[src/rtl/addr_gen_1_pkg.sv]
// Shared constants and types for the NTT address generator.
// Pure declarations, no logic, no latency.
// No flow control of its own.
package addr_gen_1_pkg;

  // Default coefficient-bank address width used across the codebase
  localparam int ADDR_W_DEF   = 7;
  // Default read-issue to write latency (RAM read + butterfly pipeline)
  localparam int PIPE_LAT_DEF = 5;

  // Stage counter width; NUM_STAGES never exceeds 31
  localparam int STAGE_W = 5;

  typedef enum logic [1:0] {
    ST_IDLE  = 2'd0,
    ST_RUN   = 2'd1,
    ST_DRAIN = 2'd2,
    ST_DONE  = 2'd3
  } state_t;

  // Bank indices: ram0/ram1 = ping pair P0, ram2/ram3 = pong pair P1
  localparam int BANK_RAM0 = 0;
  localparam int BANK_RAM1 = 1;
  localparam int BANK_RAM2 = 2;
  localparam int BANK_RAM3 = 3;

endpackage

[src/rtl/addr_gen_delay_line.sv]
// Fixed-depth shift register carrying the write-side context of each issue slot.
// Latency: exactly DEPTH cycles from i_dat to o_dat.
// No backpressure: shifts every cycle, bubbles travel as issue=0 entries.
module addr_gen_delay_line
  import addr_gen_1_pkg::*;
#(
  parameter int DEPTH = PIPE_LAT_DEF,
  parameter int WIDTH = 1
) (
  input  logic             i_clk,
  input  logic             i_rst,
  input  logic [WIDTH-1:0] i_dat,
  output logic [WIDTH-1:0] o_dat
);

  logic [DEPTH-1:0][WIDTH-1:0] r_pipe;

  // Shift one slot per cycle; reset flushes any pending writes
  always_ff @(posedge i_clk) begin
    if (i_rst) begin
      r_pipe <= '0;
    end else begin
      r_pipe <= {r_pipe[DEPTH-2:0], i_dat};
    end
  end

  assign o_dat = r_pipe[DEPTH-1];

endmodule

[src/rtl/addr_gen_1.sv]
// Address/RAM-control generator for an in-place constant-geometry NTT over 4 banks.
// Reads issue combinationally; writes emerge PIPE_LAT cycles later, bfu_en 1 cycle later.
// Issues only when valid=1; optional done pulse under ADDR_GEN_DONE_PULSE_EN.
module addr_gen_1
  import addr_gen_1_pkg::*;
#(
  parameter int ADDR_W   = ADDR_W_DEF,
  parameter int PIPE_LAT = PIPE_LAT_DEF
) (
  input  logic              clk,
  input  logic              rst_n,
  input  logic              start,
  input  logic              valid,
`ifdef ADDR_GEN_DONE_PULSE_EN
  output logic              done,
`endif
  output logic [ADDR_W:0]   i,
  output logic [4:0]        stage,
  output logic              bfu_en,
  output logic              ram0_ena,
  output logic              ram1_ena,
  output logic              ram2_ena,
  output logic              ram3_ena,
  output logic              ram0_enb,
  output logic              ram1_enb,
  output logic              ram2_enb,
  output logic              ram3_enb,
  output logic              ram0_wea,
  output logic              ram1_wea,
  output logic              ram2_wea,
  output logic              ram3_wea,
  output logic              ram0_web,
  output logic              ram1_web,
  output logic              ram2_web,
  output logic              ram3_web,
  output logic              w_ram_flag,
  output logic              stage_flag,
  output logic [ADDR_W-1:0] w_addr_0,
  output logic [ADDR_W-1:0] w_addr_1,
  output logic [ADDR_W-1:0] r_addr_0,
  output logic [ADDR_W-1:0] r_addr_1
);

  localparam int NUM_STAGES = ADDR_W + 1;
  localparam int DL_W       = 3 + 2 * ADDR_W;

  localparam logic [ADDR_W:0]  LAST_I     = {1'b0, {ADDR_W{1'b1}}};
  localparam logic [ADDR_W:0]  I_ONE      = {{ADDR_W{1'b0}}, 1'b1};
  localparam logic [3:0]       LAST_CNT   = 4'(PIPE_LAT - 1);
  localparam logic [4:0]       LAST_STAGE = 5'(NUM_STAGES - 1);

  state_t            r_state;
  state_t            w_state_nxt;
  logic [ADDR_W:0]   r_i;
  logic [4:0]        r_stage;
  logic [3:0]        r_cnt;
  logic              r_bfu_en;
  logic [ADDR_W-1:0] r_wa0_hold;
  logic [ADDR_W-1:0] r_wa1_hold;

  logic              w_issue;
  logic              w_drain_end;
  logic              w_last_stage;
  logic [3:0]        w_rd_en;
  logic [3:0]        w_wr_en;

  logic [DL_W-1:0]   w_dl_in;
  logic [DL_W-1:0]   w_dl_out;
  logic              w_d_issue;
  logic              w_d_sflag;
  logic              w_d_wflag;
  logic [ADDR_W-1:0] w_d_wa0;
  logic [ADDR_W-1:0] w_d_wa1;

  assign w_issue      = (r_state == ST_RUN) & valid;
  assign w_drain_end  = (r_state == ST_DRAIN) & (r_cnt == LAST_CNT);
  assign w_last_stage = (r_stage == LAST_STAGE);

  // State register
  always_ff @(posedge clk) begin
    if (rst_n) begin
      r_state <= ST_IDLE;
    end else begin
      r_state <= w_state_nxt;
    end
  end

  // Next-state logic; start is only honoured from IDLE or DONE
  always_comb begin
    w_state_nxt = r_state;
    case (r_state)
      ST_IDLE:  if (start) w_state_nxt = ST_RUN;
      ST_RUN:   if (w_issue && (r_i == LAST_I)) w_state_nxt = ST_DRAIN;
      ST_DRAIN: if (w_drain_end) w_state_nxt = w_last_stage ? ST_DONE : ST_RUN;
      ST_DONE:  if (start) w_state_nxt = ST_RUN;
      default:  w_state_nxt = ST_IDLE;
    endcase
  end

  // Butterfly index and stage counters
  always_ff @(posedge clk) begin
    if (rst_n) begin
      r_i     <= '0;
      r_stage <= '0;
    end else begin
      case (r_state)
        ST_RUN: begin
          if (w_issue) r_i <= r_i + I_ONE;
        end
        ST_DRAIN: begin
          if (w_drain_end) begin
            r_i     <= '0;
            r_stage <= r_stage + 5'd1;
          end
        end
        default: begin
          if (start) begin
            r_i     <= '0;
            r_stage <= '0;
          end
        end
      endcase
    end
  end

  // Drain counter: waits for the last write of the stage to leave the pipeline
  always_ff @(posedge clk) begin
    if (rst_n) begin
      r_cnt <= '0;
    end else if ((r_state == ST_DRAIN) && !w_drain_end) begin
      r_cnt <= r_cnt + 4'd1;
    end else begin
      r_cnt <= '0;
    end
  end

  // Write context: stage_flag, destination half and the butterfly's two output addresses
  assign w_dl_in = {w_issue, r_stage[0], r_i[ADDR_W-1],
                    r_i[ADDR_W-2:0], 1'b0,
                    r_i[ADDR_W-2:0], 1'b1};

  addr_gen_delay_line #(
    .DEPTH (PIPE_LAT),
    .WIDTH (DL_W)
  ) u_delay_line (
    .i_clk (clk),
    .i_rst (rst_n),
    .i_dat (w_dl_in),
    .o_dat (w_dl_out)
  );

  assign {w_d_issue, w_d_sflag, w_d_wflag, w_d_wa0, w_d_wa1} = w_dl_out;

  // BFU sees operands one cycle after the read; hold last write addresses while idle
  always_ff @(posedge clk) begin
    if (rst_n) begin
      r_bfu_en   <= 1'b0;
      r_wa0_hold <= '0;
      r_wa1_hold <= '0;
    end else begin
      r_bfu_en <= w_issue;
      if (w_d_issue) begin
        r_wa0_hold <= w_d_wa0;
        r_wa1_hold <= w_d_wa1;
      end
    end
  end

  // Bank enables: read pair from current stage_flag, write bank from delayed context
  always_comb begin
    w_rd_en = '0;
    w_wr_en = '0;
    if (w_issue) begin
      if (r_stage[0]) begin
        w_rd_en[BANK_RAM2] = 1'b1;
        w_rd_en[BANK_RAM3] = 1'b1;
      end else begin
        w_rd_en[BANK_RAM0] = 1'b1;
        w_rd_en[BANK_RAM1] = 1'b1;
      end
    end
    if (w_d_issue) begin
      if (w_d_sflag) begin
        if (w_d_wflag) w_wr_en[BANK_RAM1] = 1'b1;
        else           w_wr_en[BANK_RAM0] = 1'b1;
      end else begin
        if (w_d_wflag) w_wr_en[BANK_RAM3] = 1'b1;
        else           w_wr_en[BANK_RAM2] = 1'b1;
      end
    end
  end

`ifdef ADDR_GEN_DONE_PULSE_EN
  logic r_done;

  // One-cycle pulse coinciding with the first DONE cycle
  always_ff @(posedge clk) begin
    if (rst_n) begin
      r_done <= 1'b0;
    end else begin
      r_done <= w_drain_end & w_last_stage;
    end
  end

  assign done = r_done;
`endif

  assign i          = r_i;
  assign stage      = r_stage;
  assign stage_flag = r_stage[0];
  assign bfu_en     = r_bfu_en;

  assign r_addr_0   = r_i[ADDR_W-1:0];
  assign r_addr_1   = r_i[ADDR_W-1:0];

  assign w_ram_flag = w_d_issue & w_d_wflag;
  assign w_addr_0   = w_d_issue ? w_d_wa0 : r_wa0_hold;
  assign w_addr_1   = w_d_issue ? w_d_wa1 : r_wa1_hold;

  // Read and write never target the same bank in a cycle, so port a is shared by OR
  assign ram0_ena = w_rd_en[BANK_RAM0] | w_wr_en[BANK_RAM0];
  assign ram1_ena = w_rd_en[BANK_RAM1] | w_wr_en[BANK_RAM1];
  assign ram2_ena = w_rd_en[BANK_RAM2] | w_wr_en[BANK_RAM2];
  assign ram3_ena = w_rd_en[BANK_RAM3] | w_wr_en[BANK_RAM3];

  assign ram0_enb = w_wr_en[BANK_RAM0];
  assign ram1_enb = w_wr_en[BANK_RAM1];
  assign ram2_enb = w_wr_en[BANK_RAM2];
  assign ram3_enb = w_wr_en[BANK_RAM3];

  assign ram0_wea = w_wr_en[BANK_RAM0];
  assign ram1_wea = w_wr_en[BANK_RAM1];
  assign ram2_wea = w_wr_en[BANK_RAM2];
  assign ram3_wea = w_wr_en[BANK_RAM3];

  assign ram0_web = w_wr_en[BANK_RAM0];
  assign ram1_web = w_wr_en[BANK_RAM1];
  assign ram2_web = w_wr_en[BANK_RAM2];
  assign ram3_web = w_wr_en[BANK_RAM3];

endmodule

[config.mk]
export PLATFORM = sky130hd
export DESIGN_NAME = addr_gen_1
export DESIGN_NICKNAME = d
export VERILOG_FILES = /design/src/rtl/addr_gen_1_pkg.sv /design/src/rtl/addr_gen_delay_line.sv /design/src/rtl/addr_gen_1.sv
export SDC_FILE = /design/constraint.sdc
export NUM_CORES = 1
export LEC_CHECK = 0
export CAP_MARGIN = 20
export CORE_MARGIN = 2
export CORE_UTILIZATION = 45
export CTS_BUF_LIST = sky130_fd_sc_hd__clkbuf_2
export DETAILED_ROUTE_END_ITERATION = 10
export GPL_ROUTABILITY_DRIVEN = 0
export HOLD_SLACK_MARGIN = 0.08
export MAX_ROUTING_LAYER = met4
export PLACE_DENSITY = 0.82
export REMOVE_ABC_BUFFERS = 1
export SYNTH_ARGS = -nofsm -noshare
export SYNTH_HDL_FRONTEND = slang
export SYNTH_SLANG_ARGS = --single-unit
export TNS_END_PERCENT = 20
[constraint.sdc]
create_clock -name clk -period 1.75 [get_ports clk]
set_input_delay 0.4375 -clock clk [delete_from_list [all_inputs] [get_ports clk]]
set_output_delay 0.4375 -clock clk [all_outputs]
set_load 0.03 [all_outputs]
# --- Yosys cells after proc, flatten, opt, wreduce, memory -nomap -nowiden ---
# Index checks and enable logic that the tools add are counted.
word_totals:
  in_bits: 4
  ff_bits: 118
classes:
  bitwise_logic: 9
  muxes: 23
  eq_ne: 10
  addsub: 3
  n_reduce_logical: 11
ops:
  columns: ["cell", "count"]
  rows:
  - ["8-bit 2-to-1 mux", 3]
  - ["2-bit 2-to-1 mux", 8]
  - ["8-bit case mux with 2 select lines", 1]
  - ["7-bit 2-to-1 mux", 2]
  - ["5-bit 2-to-1 mux", 2]
  - ["5-bit case mux with 2 select lines", 1]
  - ["3-bit AND reduction", 3]
  - ["8-bit by 1-bit adder with 8-bit output (second input constant)", 1]
  - ["8-bit by 7-bit equality test with 1-bit output (second input constant)", 1]
  - ["4-bit 2-to-1 mux", 2]
  - ["2-bit case mux with 3 select lines", 1]
  - ["5-bit by 1-bit adder with 5-bit output (second input constant)", 1]
  - ["5-bit by 3-bit equality test with 1-bit output (second input constant)", 1]
  - ["4-bit by 1-bit adder with 4-bit output (second input constant)", 1]
  - ["2-bit equality test (second input constant)", 2]
  - ["4-bit by 3-bit equality test with 1-bit output (second input constant)", 1]
  - ["2-bit by 1-bit inequality test with 1-bit output (second input constant)", 2]
  - ["2-bit inequality test (second input constant)", 2]
  - ["1-bit OR", 4]
  - ["2-bit OR reduction", 2]
  - ["1-bit AND", 3]
  - ["1-bit 2-to-1 mux", 3]
  - ["3-bit nonzero test", 1]
  - ["2-bit by 1-bit equality test with 1-bit output (second input constant)", 1]
  - ["5 further kinds", 7]

# --- Logic depth before layout (Yosys ltp) ---
# Gate-level depths: netlist (run 1).
depth:
  depth_word: 6
  depth_mapped: 7

# --- By module ---
# A second synthesis (run 1) with hierarchy kept.
hier_totals:
  hier_cells: 397
  area_unflattened_um2: 4260.3
modules_own_cells:
  columns: ["mod", "instances", "area_per_inst_um2", "cells_per_inst"]
  rows:
  - ["addr_gen_delay_line", 1, 2439.8, 196]
  - ["addr_gen_1", 1, 1820.5, 201]

# --- Worst setup path after synthesis (run 1) ---
# Ideal clock, no wire load.
synth_timing:
  path_kind: "register to output"
  from: "register u_delay_line.r_pipe (netlist bit u_delay_line.o_dat[16])"
  to: "output port ram2_ena"
  path_stages_with_launch: 3
  path_buffers: 0
  setup_slack_ns: -0.347
  arrival_ns: 1.659
  path_cell_list: "dfxtp_1 > nor3b_1 > nand2b_1"
synth_via:
  elab_chain_len: 2
synth_rtl:
  columns: ["item", "line_no", "text"]
  rows:
  - ["start: declaration", "addr_gen_delay_line.sv:16", "logic [DEPTH-1:0][WIDTH-1:0] r_pipe;"]
  - ["start signal: assignment", "addr_gen_delay_line.sv:23", "r_pipe <= {r_pipe[DEPTH-2:0], i_dat};"]
  - ["4-bit 2-to-1 mux", "addr_gen_1.sv:182", "if (w_d_issue) begin"]
  - ["named net ram2_enb", "addr_gen_1.sv:26", "output logic ram2_enb,"]
  - ["1-bit OR", "addr_gen_1.sv:223", "assign ram2_ena = w_rd_en[BANK_RAM2] | w_wr_en[BANK_RAM2];"]
  - ["end: declaration", "addr_gen_1.sv:22", "output logic ram2_ena,"]
# The timed path passes the listed nets, and every way through them passes these cells.

# --- Final worst setup path (run 1) ---
layout_timing:
  from: "register u_delay_line.r_pipe (netlist bit u_delay_line.o_dat[16])"
  to: "output port w_addr_0[5]"
layout_via:
  elab_chain_len: 1
layout_rtl:
  columns: ["item", "line_no", "text"]
  rows:
  - ["7-bit 2-to-1 mux", null, null]
  - ["end: declaration", "addr_gen_1.sv:38", "output logic [ADDR_W-1:0] w_addr_0,"]
# Every way passes these cells.

==> impl_metrics.yaml, run 1 <==
timing:
  fmax_mhz: 495
  rsz0062_at_grt: "yes"
  min_period_ns: 2.02
  clock_skew_ns: 0.0206
  maxSlewHeadroom: 0.705
  finalSetupViolations: 31
  drv_slew: 0
  hold_viol: 0
  worstMarginPinSlew_ns: 0.441
  fin_ws_ns: -0.270
  period_share: 1.15
global_routing:
  track_usage: 0.188
  antenna_found_initial: 0
  grt_pass1_wl_microns: 10500
  grt_max_degree: 37
  grt_overflow: 0
  grt_pass1_vias: 2250
critical_path:
  startpoint: "u_delay_line.o_dat[16]"
  r2r-end: "r_state[1]"
  path_delay_family: "buffers and inverters"
  r2r-start: "i[3]"
  worst_ep_arrival_time_ns: 1.58
  r2r_slack_ns: 0.03
  crit_slowest_cell: "dfxtp_4"
  worstSetupStartpointType: "flop"
  path_buf_inv: 2
  critPathMaxStageDelay_ns: 0.43
  crit_chain: "bufbuf_16, o21ai_2, buf_6"
  required_ns: 1.31
  rr_worst_depth: 5
  cp_max_fo: 11
  end_kind: "primary output"
  worstSetupPathType: "reg2out"
pwr:
  p_clk_frac: 0.270
  p_int_uw: 2650
  pwr-share-comb: 0.207
  swShare: 0.309
  peakVddDrop_uv: 596
  power.density_nw_per_um2: 893
  seqPwrFrac: 0.523
  power.leakage_uw: 0.00187
  p_sw_uw: 1180
floorplanning:
  rows: 30
  die_y_microns: 87.5
  fp.dieArea_sq_um: 7650
  io-pin-count: 64
  die_w_microns: 87.5
  start_util: 0.464
  core-area_sq_um: 6760
route:
  wl_per_cell_microns: 14.6
  via_per_inst: 4.89
  drc_errors: 0
  antenna_left: 0
  first_pass_iters: 4
  vias: 2303
  drt_wl_total_microns: 6860
  drtIter0Drc: 97
finish:
  final_nets: 396
  area_growth_pct: 36.9
  drive_above_1_share: 0.422
  finalCoreUtilization: 0.635
  diodes: 0
  nFillCells: 533
  layout_common_cells: "65 x dfxtp_1, 50 x nor2b_1, 28 x buf_6"
  layout_commonest_cell: "dfxtp_1"
hold_path:
  hold_end: "u_delay_line.r_pipe[0]"
  hold_class: "in2reg"
  hp-start: "rst_n"
  whs_path_depth: 2
yosys:
  synth_top_area_share: 0.530
  synth_area_leaders: "dfxtp_1 53%, nor2b_1 10%, buf_4 5.5%"
  synth_top_flop_cell: "dfxtp_1"
  synth_seq_area_share: 0.530
  synth_edf_count: 0
  yosys.area.top_type: "dfxtp_1"
  synth_area_sq_um: 3140
  yosysUniqueCellTypes: 39
  ys_async_sr_fraction: 0
  ys_seq_elements: 83
  avgSynthCellArea_sq_um: 9.83
  synthCells: 319
  yosys_warnings: 0
outcome:
  status: "finished with violations"
  violations: "setup timing"
placement:
  dp_hpwl_microns: 3880
  port_buffers: 63
  post-place-ws_ns: -0.265
clocking:
  cts_tree: "done"
  root_buffer: "clkbuf_2"
  cts_sinks: 83
  clk_pin_slew_ns: 0.22
  clock_insertion_delay_worst_skew_ns: 0.51
  h-tree-depth: 3
  cts_made_buffers: 9
  clockBufferDepth: 2
job:
  cap_violations: 0
-- through the flow --
step                hold WS (ns)  cell area [sq um]  instances  total power (uW)  TNS [ns]
floorplan                  0.414               2910        283              2460    -10.68
global placement           0.417               3690        443              2720     -1.53
detailed placement         0.420               3690        443              2740     -2.35
CTS                        0.158               4230        468              3820     -8.05
global route               0.156               4290        471              4020    -10.70
finish                     0.203               4290        471              3830     -6.84
-- worst max-delay path by stage --
| stage | endpoint | cells after the start |
|---|---|---|
| 2_1_floorplan | ram2_ena | 2 |
| 4_1_cts | ram0_ena | 4 |
| 3_3_place_gp | r_state[1] | 5 |
| 6_report | w_addr_0[5] | 3 |
| 5_1_grt | ram3_ena | 5 |
| 3_5_place_dp | r_state[1] | 5 |
-- power groups by stage --
stage               Combinational, uW  Clock (uW)  Sequential, uW
floorplan                         375           0            2080
global placement                  693           0            2020
CTS                               751        1070            2000
detailed placement                707           0            2030
finish                            793        1030            2000
global route                      853        1150            2010
-- layer usage --
| layer | wire length [microns] | GRT usage | vias to the layer above |
|---|---|---|---|
| met5 | 0 | - | - |
| met4 | 122 | 0.0783 | 0 |
| met3 | 361 | 0.0474 | 14 |
| met2 | 3620 | 0.333 | 91 |
| met1 | 2760 | 0.197 | 1059 |
| li1 | - | - | 1139 |
-- sequential cells by signal (all words and copies together), names as in the netlist --
signal / flops
u_delay_line.r_pipe: 40
u_delay_line.o_dat: 10
i: 8
r_wa0_hold: 7
r_wa1_hold: 7
stage: 5
r_cnt: 4
r_state: 2
-- Yosys cell counts (all sizes together), types with 2 or more instances --
master and n:
nand2 12, nor2 19, inv 21, and2 15, mux2 2, nand2b 3
o21ai 14, nor2b 51, a21bo 2, buf 24, dfxtp 83, nand3 11
ha 6, xnor2 6, nand3b 5, mux2i 4, a21oi 4, clkbuf 12
o21bai 2, a2111oi 2, nor3b 2, a211oi 5, a41o 2
-- layout make-up --
class                           count  area [sq um]  area share
Inverter                           21          78.8      0.0184
Clock inverter                      7          78.8      0.0184
Tap cell                           80           100      0.0233
Sequential cell                    83          1700       0.397
Clock buffer                        9          45.0      0.0105
Multi-Input combinational cell    179          1390       0.324
Timing Repair Buffer               92           897       0.209
-- cell families after synthesis --
group | after synthesis | share of synthesized area
buffers and inverters | 57 | 0.0962
AO/OA/AOI/OAI | 35 | 0.0778
multiplexers | 6 | 0.0200
adder cells (fa/ha/maj) | 6 | 0.0239
XOR/XNOR | 7 | 0.0196
flip-flops | 83 | 0.530
AND/OR/NAND/NOR | 125 | 0.233
-- repair_timing --
action	in CTS	in global routing
pin swaps	3	9
resized for setup	180	77
setup endpoints to repair	69	70
setup buffers	7	3
gates cloned	2	0
hold buffers	0	0
(Power assumes the default switching activity.)
==> inputs of run 2 (changes only) <==
- CORE_UTILIZATION: 45 -> 50
- CTS_CLUSTER_SIZE: unset -> 28
- PLACE_DENSITY: 0.82 -> 0.89
==> run 2 against run 1 <==
Against the previous run: the run still ends with setup timing left; final cell count shrank 2.8%; maximum frequency down 2.0%; clock skew increased by 0.0095 ns; global-route usage is 1.8 points lower; worst setup slack worse by 0.041 ns; clock-buffer cell count unchanged; via count down 1.7%; sequential share of layout area up 2.3 points; largest power group unchanged.
==> impl_metrics.yaml, run 2 (synthesized netlist as in run 1, its figures left out) <==
clocking:
  holdBufCountCts: 0
  clockBufferDepth: 2
  cts_made_buffers: 9
  cts_tree: "done"
  clock_insertion_delay_worst_skew_ns: 0.50
  cts_sinks: 83
  clk_pin_slew_ns: 0.24
  h-tree-depth: 3
  root_buffer: "clkbuf_2"
timing:
  rsz0062_at_grt: "yes"
  worstMarginPinSlew_ns: 0.522
  clock_skew_ns: 0.0301
  finalSetupViolations: 32
  drv_slew: 0
  fmax_mhz: 485
  whs_ns: 0.295
  min_period_ns: 2.06
  period_share: 1.18
  fin_ws_ns: -0.311
  hold_viol: 0
  maxSlewHeadroom: 0.651
placement:
  post-place-ws_ns: -0.236
  port_buffers: 63
  placed_area_sq_um: 3700
  dp_hpwl_microns: 3810
  dpl.cell_count: 438
finish:
  area_growth_pct: 29.7
  final_nets: 388
  layout_commonest_cell: "dfxtp_1"
  diodes: 0
  fin_area_sq_um: 4070
  largest_reg_flops: 40
  layout_common_cells: "67 x dfxtp_1, 51 x nor2b_1, 27 x buf_4"
  regMostFlops: "u_delay_line.r_pipe"
  drive_above_1_share: 0.386
  final_cells: 458
floorplanning:
  io-pin-count: 64
  die_w_microns: 83.2
  core-area_sq_um: 5990
  start_util: 0.523
  fp.dieArea_sq_um: 6920
  die_y_microns: 83.2
  rows: 28
route:
  via_per_inst: 4.95
  drtIter0Drc: 85
  drt_wl_total_microns: 6010
  vias: 2265
  drc_errors: 0
  wl_per_cell_microns: 13.1
  antenna_left: 0
  first_pass_iters: 4
job:
  cap_violations: 0
critical_path:
  required_ns: 1.31
  worstSetupStartpointType: "flop"
  crit_chain: "buf_12, and3b_2, o21bai_1, buf_4"
  worst_ep_arrival_time_ns: 1.62
  worstSetupPathType: "reg2out"
  end_kind: "primary output"
  critPathMaxStageDelay_ns: 0.43
  path_delay_family: "flip-flops"
  crit_slowest_cell: "dfxtp_4"
  cp_max_fo: 8
  path_buf_inv: 2
global_routing:
  grt_max_degree: 56
  grt_overflow: 0
  grt_pass1_vias: 2118
  track_usage: 0.169
  grt_pass1_wl_microns: 9300
  antenna_found_initial: 0
pwr:
  power.leakage_uw: 0.00174
  power.density_nw_per_um2: 932
  peakVddDrop_uv: 703
  power_uw: 3790
outcome:
  violations: "setup timing"
  status: "finished with violations"
hold_path:
  hold_class: "in2reg"
==> run 2: cell types whose count changed in the layout (fill, tap and decap cells not counted), sizes merged <==
cell           delta
clkbuf            +2
buf              -14
clkdlybuf4s15     +2
clkdlybuf4s18     +3
bufbuf            -1
==> run 2: path summary, 6_finish.rpt <==
check,start,end,slack (ns),depth (start not counted)
worst max-delay path,u_delay_line.o_dat[16],ram0_ena,-0.31,4
worst max register to register,r_state[0],stage[4],-0.02,7
worst min register to register,u_delay_line.r_pipe[17],u_delay_line.r_pipe[34],0.42,1
worst min-delay path,rst_n,u_delay_line.r_pipe[0],0.29,2
==> run 2: through the flow <==
stage	util	TNS, ns
6_report	0.679	-6.09
4_1_cts	0.658	-7.29
3_3_place_gp	0.618	-1.47
3_5_place_dp	0.618	-1.95
2_1_floorplan	-	-10.68
5_1_grt	0.679	-9.89
==> run 2: power breakdown <==
group | switching, uW | leakage (uW) | internal [uW]
Sequential | 49.5 | 0.000681 | 1950
Combinational | 439 | 0.000983 | 334
Clock | 667 | 0.0000781 | 355
==> run 2: timing repair <==
action	in CTS	in global routing
cloned	0	1
gates resized for setup	115	102
setup endpoints to repair	65	69
buffers inserted	2	1
==> run 2: cell type report <==
class	instances	area [sq um]
multi-input combinational	179	1290
timing repair buffer	84	776
tap	75	93.8
fill	454	1920
inverter	21	78.8
sequential	83	1710
clock buffer	9	45.0
clock inverter	7	78.8
==> run 2: routing by layer <==
layer / share of wire / track usage / vias to the layer above
li1: - / - / 1128
met1: 0.42 / 0.189 / 1054
met5: 0 / - / -
met3: 0.057 / 0.0616 / 11
met2: 0.50 / 0.282 / 72
met4: 0.017 / 0.0551 / 0
==> inputs of run 3 (changes only) <==
- CORE_UTILIZATION: 50 -> 48
- clock period: 1.75 -> 1.8 ns (I/O delays scaled with it)
==> run 3 against run 2 <==
Against the previous run: the run still ends with setup timing left; critical endpoint is now w_addr_0[6]; global-route usage up 0.43 points; clock power down 10%; worst setup slack worse by 0.024 ns; wire length up 7.4%; clock skew down 0.00087 ns.
==> impl_metrics.yaml, run 3 (synthesized netlist as in run 1, its figures left out) <==
floorplanning:
  io-pin-count: 64
  start_util: 0.494
  die_y_microns: 84.8
  rows: 29
  fp.dieArea_sq_um: 7190
  core-area_sq_um: 6350
  die_w_microns: 84.8
global_routing:
  track_usage: 0.174
  grt_pass1_vias: 2093
  antenna_found_initial: 0
  grt_max_degree: 56
  grt_overflow: 0
  grt_pass1_wl_microns: 9590
route:
  drc_errors: 0
  drtIter0Drc: 64
  wirelength_met1_microns: 2740
  antenna_left: 0
  first_pass_iters: 4
  wl_met3_microns: 316
  wl_per_cell_microns: 13.8
  highest_layer: "met4"
  wl_met2_microns: 3340
  via_per_inst: 4.85
  drt_wl_total_microns: 6450
  vias: 2267
clocking:
  clockBufferDepth: 2
  h-tree-depth: 3
  cts_tree: "done"
  cts_made_buffers: 9
  clk_pin_slew_ns: 0.21
  cts_sinks: 83
  root_buffer: "clkbuf_2"
  holdBufCountCts: 0
  clock_insertion_delay_worst_skew_ns: 0.49
critical_path:
  worstSetupPathType: "reg2out"
  required_ns: 1.35
  rr_worst_depth: 6
  r2r-end: "stage[0]"
  worst_ep_arrival_time_ns: 1.69
  r2r_slack_ns: 0.09
  crit_chain: "buf_12, bufbuf_16, o21ai_1, buf_4"
  crit_slowest_cell: "dfxtp_2"
  worstSetupStartpointType: "flop"
  critPathMaxStageDelay_ns: 0.38
  end_kind: "primary output"
  r2r-start: "r_cnt[0]"
  cp_max_fo: 10
pwr:
  power.density_nw_per_um2: 859
  peakVddDrop_uv: 777
  power.leakage_uw: 0.00178
  power_uw: 3640
finish:
  largest_reg_flops: 40
  layout_commonest_cell: "dfxtp_1"
  final_nets: 395
  final_cells: 467
  layout_common_cells: "71 x dfxtp_1, 49 x nor2b_1, 32 x buf_6"
  area_growth_pct: 35.4
  diodes: 0
  regMostFlops: "u_delay_line.r_pipe"
  drive_above_1_share: 0.400
placement:
  port_buffers: 63
  dpl.cell_count: 440
  dp_hpwl_microns: 3880
  post-place-ws_ns: -0.182
outcome:
  violations: "setup timing"
  status: "finished with violations"
timing:
  fin_ws_ns: -0.335
  clock_skew_ns: 0.0292
  min_period_ns: 2.14
  rsz0062_at_grt: "yes"
  fmax_mhz: 468
  whs_ns: 0.238
  period_share: 1.19
  hold_viol: 0
  maxSlewHeadroom: 0.667
  worstMarginPinSlew_ns: 0.499
  drv_slew: 0
  finalSetupTns_ns: -7.61
  finalSetupViolations: 31
hold_path:
  whs_path_depth: 2
  hold_end: "u_delay_line.r_pipe[0]"
  hp-start: "rst_n"
  hold_class: "in2reg"
job:
  cap_violations: 0
[run 3: cell types whose count changed in the layout (fill, tap and decap cells not counted), moves of 3 or more]
cell / before / now
buf_2: 15 / 1
buf_4: 27 / 22
buf_6: 19 / 32
clkbuf_2: 10 / 18
clkdlybuf4s15_2: 11 / 21
clkdlybuf4s18_2: 5 / 0
dfxtp_1: 67 / 71
dfxtp_2: 6 / 9
dfxtp_4: 10 / 3
inv_6: 5 / 1
nand2_1: 8 / 4
nand2_2: 3 / 7
[run 3: metrics by stage]
stage,utilization,instance area (sq um)
detailed placement,0.585,3710
CTS,0.649,4120
global placement,0.585,3710
floorplan,-,2910
finish,0.668,4240
global route,0.668,4240
[run 3: worst max path at each step]
stage,start,cells after the start,slack [ns],endpoint
final,u_delay_line.o_dat[16],4,-0.34,w_addr_0[6]
after global routing,u_delay_line.o_dat[16],5,-0.45,w_addr_0[6]
after CTS,u_delay_line.o_dat[16],5,-0.34,ram0_ena
after detailed placement,valid,5,-0.18,r_state[1]
after global placement,valid,5,-0.15,r_state[1]
after floorplan,u_delay_line.o_dat[16],2,-1.80,ram2_ena
[run 3: power breakdown]
group	internal, uW	total, uW	switching [uW]
Clock	317	917	600
Sequential	1900	1940	44.4
Combinational	353	783	430
[run 3: layout make-up]
| class | instances | area (sq um) |
|---|---|---|
| Tap cell | 77 | 96.3 |
| Timing Repair Buffer | 91 | 937 |
| Clock inverter | 7 | 67.6 |
| Fill cell | 451 | 2110 |
| Inverter | 21 | 78.8 |
| Clock buffer | 9 | 45.0 |
| Sequential cell | 83 | 1680 |
| Multi-Input combinational cell | 179 | 1340 |
[run 3: per-layer routing]
layer  vias to the layer above  track usage
li1                       1140            -
met1                      1042        0.187
met2                        76        0.303
met3                         9       0.0554
met4                         0       0.0577
met5                         -            -
[run 3: critical path: cells and delay by family (launching register included)]
| family | cells | cell delay, ns |
|---|---|---|
| AO/OA/AOI/OAI | 1 | 0.21 |
| flip-flops | 1 | 0.38 |
| buffers and inverters | 3 | 0.61 |
[run 3: timing repair]
action                                  in CTS  in global routing
endpoints found under the setup margin      68                 69
pin swaps                                    2                  2
setup buffers                                6                  3
gates resized for setup                    137                 60
cloned                                       2                  0
==> RTL change 1 (settings of run 2) <==
Re-encode `state_t` (4 states) as one-hot, 4 bits wide.
--- a/src/rtl/addr_gen_1_pkg.sv
+++ b/src/rtl/addr_gen_1_pkg.sv
@@ -12,9 +12,9 @@
   localparam int STAGE_W = 5;
 
-  typedef enum logic [1:0] {
-    ST_IDLE  = 2'd0,
-    ST_RUN   = 2'd1,
-    ST_DRAIN = 2'd2,
-    ST_DONE  = 2'd3
+  typedef enum logic [3:0] {
+    ST_IDLE  = 4'b0001,
+    ST_RUN   = 4'b0010,
+    ST_DRAIN = 4'b0100,
+    ST_DONE  = 4'b1000
   } state_t;
 
Behaviour: same outputs for any inputs over 10 cycles, from zero or initial values and one cycle with rst_n high; not proved beyond that.
==> RTL change 1 against run 2 <==
The flow still finishes with violations (negative setup slack); routed wire length grew 30%; clock skew decreased by 0.0091 ns; die area up 2.8%; via count increased by 15%; final area grew 10%; area after synthesis grew 3.0%; setup slack lost 0.28 ns; register-to-register slack lost 0.24 ns; sequential cell count up 2; non-clock buffer count is 25 higher.
Power is not compared: it rests on default switching activity, and its combinational part moved more than twofold at a synthesized area within 25%.
==> RTL change 1: results (changes against run 2) <==
- Outcome: finished, violations left (unchanged).
- Failing checks: negative setup slack (unchanged).
- The data arrival time of the worst path was 1.90 ns (was 1.62 ns).
- Across the VDD grid, the largest voltage drop is 0.000625 V.
- Biggest area contributors in the synthesized netlist: sky130_fd_sc_hd__dfxtp_1 53%, sky130_fd_sc_hd__nor2b_1 9.3%, sky130_fd_sc_hd__buf_4 5.6% (was sky130_fd_sc_hd__dfxtp_1 53%, sky130_fd_sc_hd__nor2b_1 10%, sky130_fd_sc_hd__buf_4 5.5%).
- The highest fanout seen on the critical path was 6 (was 8).
- The total length of routed wires is 7800 um (was 6010 um).
- The worst clock skew on the final layout came to 0.0210 ns (was 0.0301 ns).
- The initial antenna violation count was 0 (unchanged).
- The flip-flop count of the largest register after layout is 40 (unchanged).
- The synthesized-area fraction occupied by adder cells came to 0.0155 (was 0.0239).
- The number of distinct library cells after synthesis came to 46 (was 39).
- The fraction of final layout cells with drive strength greater than 1 was 0.422 (was 0.386).
- The class of the most critical hold timing path is in -> reg (unchanged).
- The first-pass iteration count of the detailed router is 4 (unchanged).
- The initial DRC count is 102 (was 85).
- The via density per instance came to 5.23 (was 4.95).
- The leakage power summed over all cells is 1.96 nW.
- The number of input and output port buffers inserted is 63 (unchanged).
- The share of synthesized area spent on multiplexers came to 0.0163 (was 0.0200).
- The area share of xor/xnor cells in the synthesized design is 0.00814 (was 0.0196).
- The clock latency at the later pin of the worst-skew pair is 0.54 ns (was 0.50 ns).
- The total clock buffers created by CTS is 9 (unchanged).
- The transition time at the pin with the least slew margin is 0.499 ns (was 0.522 ns).
- The final worst-path setup slack is -0.587 ns (was -0.311 ns).
- The number of failing setup endpoints in the final timing report is 49 (was 32).
- The share of synthesized area occupied by flip-flops and latches was 0.527 (was 0.530).
- The final layout net count is 425 (was 388).
- The pin count of the biggest net entering global routing was 37 (was 56).
- The estimated wirelength of the detail-placed design was 4530 um (was 3810 um).
- The worst setup timing slack at the placement stage is -0.240 ns (was -0.236 ns).
- The global-route wire length before repair is 12000 um (was 9300 um).
- The fill cell total of the finished layout came to 448 (was 454).
- The compound-gate portion of the synthesized area is 0.112 (was 0.0778).
- The placed cell area is 3890 um2 (was 3700 um2).
- Top cells by count, synth: 85 x sky130_fd_sc_hd__dfxtp_1, 48 x sky130_fd_sc_hd__nor2b_1, 24 x sky130_fd_sc_hd__buf_4 (was 83 x sky130_fd_sc_hd__dfxtp_1, 51 x sky130_fd_sc_hd__nor2b_1, 23 x sky130_fd_sc_hd__buf_4).
- The maximum number of buffers from clock root to sink is 2 (unchanged).
- The area added between synthesis and finish came to 38.9% (was 29.7%).
- The via count of the first global-routing pass came to 2737 (was 2118).
- The total routing usage reported by global routing is 0.216 (was 0.169).
RTL change 1: worst paths after layout:
| kind | from | end | slack [ns] | cells past startpoint |
|---|---|---|---|---|
| worst min-delay path | rst_n | u_delay_line.o_dat[14] | 0.22 | 2 |
| worst max register to register | r_state[1] | stage[3] | -0.26 | 5 |
| worst max-delay path | r_state[3] | ram1_ena | -0.59 | 6 |
| worst min register to register | u_delay_line.r_pipe[67] | u_delay_line.o_dat[16] | 0.44 | 1 |
RTL change 1: repair_timing:
action / in CTS / in global routing
endpoints found under the setup margin: 80 / 80
buffers inserted: 5 / 7
resized for setup: 171 / 80
pin swaps: 3 / 10
cloned: 1 / 1
RTL change 1: layout make-up:
type                    count  share of cell area
inverters                  19              0.0159
clock inverters             7              0.0234
well taps                  77              0.0215
flip-flops and latches     85               0.387
clock buffers               9              0.0100
multi-input cells         193               0.325
repair buffers            109               0.217
RTL change 1: worst max-delay path: stages (launching register included):
cell                       delay [ns]
sky130_fd_sc_hd__dfxtp_2         0.37
sky130_fd_sc_hd__buf_4           0.15
sky130_fd_sc_hd__nor4b_4         0.28
sky130_fd_sc_hd__buf_4           0.18
sky130_fd_sc_hd__nand2_4         0.06
sky130_fd_sc_hd__o21bai_1        0.15
sky130_fd_sc_hd__buf_4           0.18
RTL change 1: through the flow:
step	TNS (ns)	instances	hold slack [ns]
4_1_cts	-10.45	492	0.188
5_1_grt	-14.55	499	0.186
3_3_place_gp	-1.97	470	0.415
6_report	-10.63	499	0.218
3_5_place_dp	-2.49	470	0.422
2_1_floorplan	-20.35	297	0.414
RTL change 1: kinds of logic (layout without fill, tap and decap cells):
kind of cell,Yosys count,in the layout
simple gates,125,125
buf+inv,57,144
mux,5,5
xor+xnor,3,3
compound gates,56,56
fa+ha+maj,4,4
flops,85,85
RTL change 1: power breakdown:
part	internal [W]	switching [W]	total, W
combinational	0.000134	0.000153	0.000287
clock	0.000495	0.000694	0.00119
sequential	0.00196	0.0000129	0.00197
RTL change 1: metal layers:
layer  global-route usage  part of all wire  vias to the layer above
met1                0.220              0.39                     1236
met5                    -                 0                        -
met4               0.0924             0.024                        0
met3               0.0649             0.047                       14
li1                     -                 -                     1260
met2                0.385              0.54                      101
==> RTL change 2 (config.mk and constraints of run 2) <==
Without the edit above. `ADDR_W_DEF`: 7 -> 8.
--- a/src/rtl/addr_gen_1_pkg.sv
+++ b/src/rtl/addr_gen_1_pkg.sv
@@ -5,5 +5,5 @@
 
   // Default coefficient-bank address width used across the codebase
-  localparam int ADDR_W_DEF   = 7;
+  localparam int ADDR_W_DEF   = 8;
   // Default read-issue to write latency (RAM read + butterfly pipeline)
   localparam int PIPE_LAT_DEF = 5;
Interface: changed (5 resized); port bits go from 64 to 69. The function was not compared with the original's and may differ.
==> RTL change 2 against run 2 <==
The run still ends with negative setup slack left; final cell count rose by 14%; register-to-register slack lost 0.12 ns; maximum frequency down 2.0%; final area grew 14%; setup slack got worse by 0.042 ns; sequential power up 9%; power grew 6.3%; via count rose by 16%; hold slack lost 0.069 ns; area after synthesis up 8.9%; sequential cell count rose by 8; routed wire length up 24%; critical endpoint unchanged; highest routed layer unchanged.
==> RTL change 2: results (changes against run 2) <==
- Outcome: finished, violations left (unchanged).
- Failing checks: negative setup slack (unchanged).
- The global-route wire length before repair is 10900 um (was 9300 um).
- The leakage power summed over all cells was 2.01 nW (was 1.74 nW).
- The reg-to-reg critical path startpoint is i[0] (was r_state[0]).
- The worst-case reg-to-reg path depth is 9 (was 7).
- The number of failing setup endpoints in the final timing report is 38 (was 32).
- The synthesized area divided by synthesized cell count was 9.70 um2 (was 9.83 um2).
- The post-route setup TNS is -9.84 ns (was -6.09 ns).
- The non-clock inverter instance count of the final layout was 28 (was 21).
- The length of routed wiring on met1 was 3220 um (was 2540 um).
- The met3 wire length is 346 um (was 340 um).
- The placed cell count came to 492 (was 438).
- The total length of routed met2 wires was 3610 um (was 3020 um).
- The multi-input gate count was 194 (was 179).
- The clock latency at the later pin of the worst-skew pair is 0.57 ns (was 0.50 ns).
- The endpoint of the worst hold path is u_delay_line.r_pipe[15] (was u_delay_line.r_pipe[0]).
- The fraction of final layout cells with drive strength greater than 1 came to 0.416 (was 0.386).
- The routed wirelength normalized by instance count was 14.3 um (was 13.1 um).
- The placed cell area is 4100 um2 (was 3700 um2).
- The global routing usage on met2 is 0.314 (was 0.282).
- The maximum vdd ir drop was 0.000637 V (was 0.000703 V).
- The combined flip-flop and latch cell area was 1850 um2 (was 1710 um2).
- The combinational group share of total power was 0.209 (was 0.204).
- The highest fanout seen on the critical path is 6 (was 8).
- Biggest area contributors in the synthesized netlist: sky130_fd_sc_hd__dfxtp_1 53%, sky130_fd_sc_hd__nor2b_1 9.3%, sky130_fd_sc_hd__buf_4 5.9% (was sky130_fd_sc_hd__dfxtp_1 53%, sky130_fd_sc_hd__nor2b_1 10%, sky130_fd_sc_hd__buf_4 5.5%).
- The sequential group share of total power came to 0.538 (was 0.526).
- The worst setup timing slack at the placement stage is -0.263 ns (was -0.236 ns).
- The total routing usage reported by global routing is 0.195 (was 0.169).
- The data arrival time of the worst path is 1.67 ns (was 1.62 ns).
- The final worst-path setup slack is -0.353 ns (was -0.311 ns).
==> RTL change 2: cell count changes in the layout (fill, tap and decap cells not counted), sizes merged, moves of 4 or more <==
| cell | delta |
|---|---|
| buf | +38 |
| clkdlybuf4s15 | -10 |
| dfxtp | +8 |
| inv | +7 |
| o21ai | +5 |
| clkdlybuf4s18 | -4 |
| nand3b | -4 |
==> RTL change 2: kinds of logic (layout without fill, tap and decap cells) <==
logic type,after synthesis,in the layout,share of synthesized area
DFF,91,91,0.534
xor gates and xnor gates,6,6,0.0154
AOI/OAI and AO/OA,45,45,0.0883
buffers and inverters,67,155,0.103
and+or+nand+nor,131,131,0.217
muxes,3,3,0.00916
adders and majority gates,9,9,0.0330
==> RTL change 2: critical path, stage by stage (launching register included) <==
cell                       delay (ns)
sky130_fd_sc_hd__dfxtp_4         0.45
sky130_fd_sc_hd__buf_12          0.14
sky130_fd_sc_hd__and3b_2         0.21
sky130_fd_sc_hd__o21bai_1        0.15
sky130_fd_sc_hd__buf_4           0.17
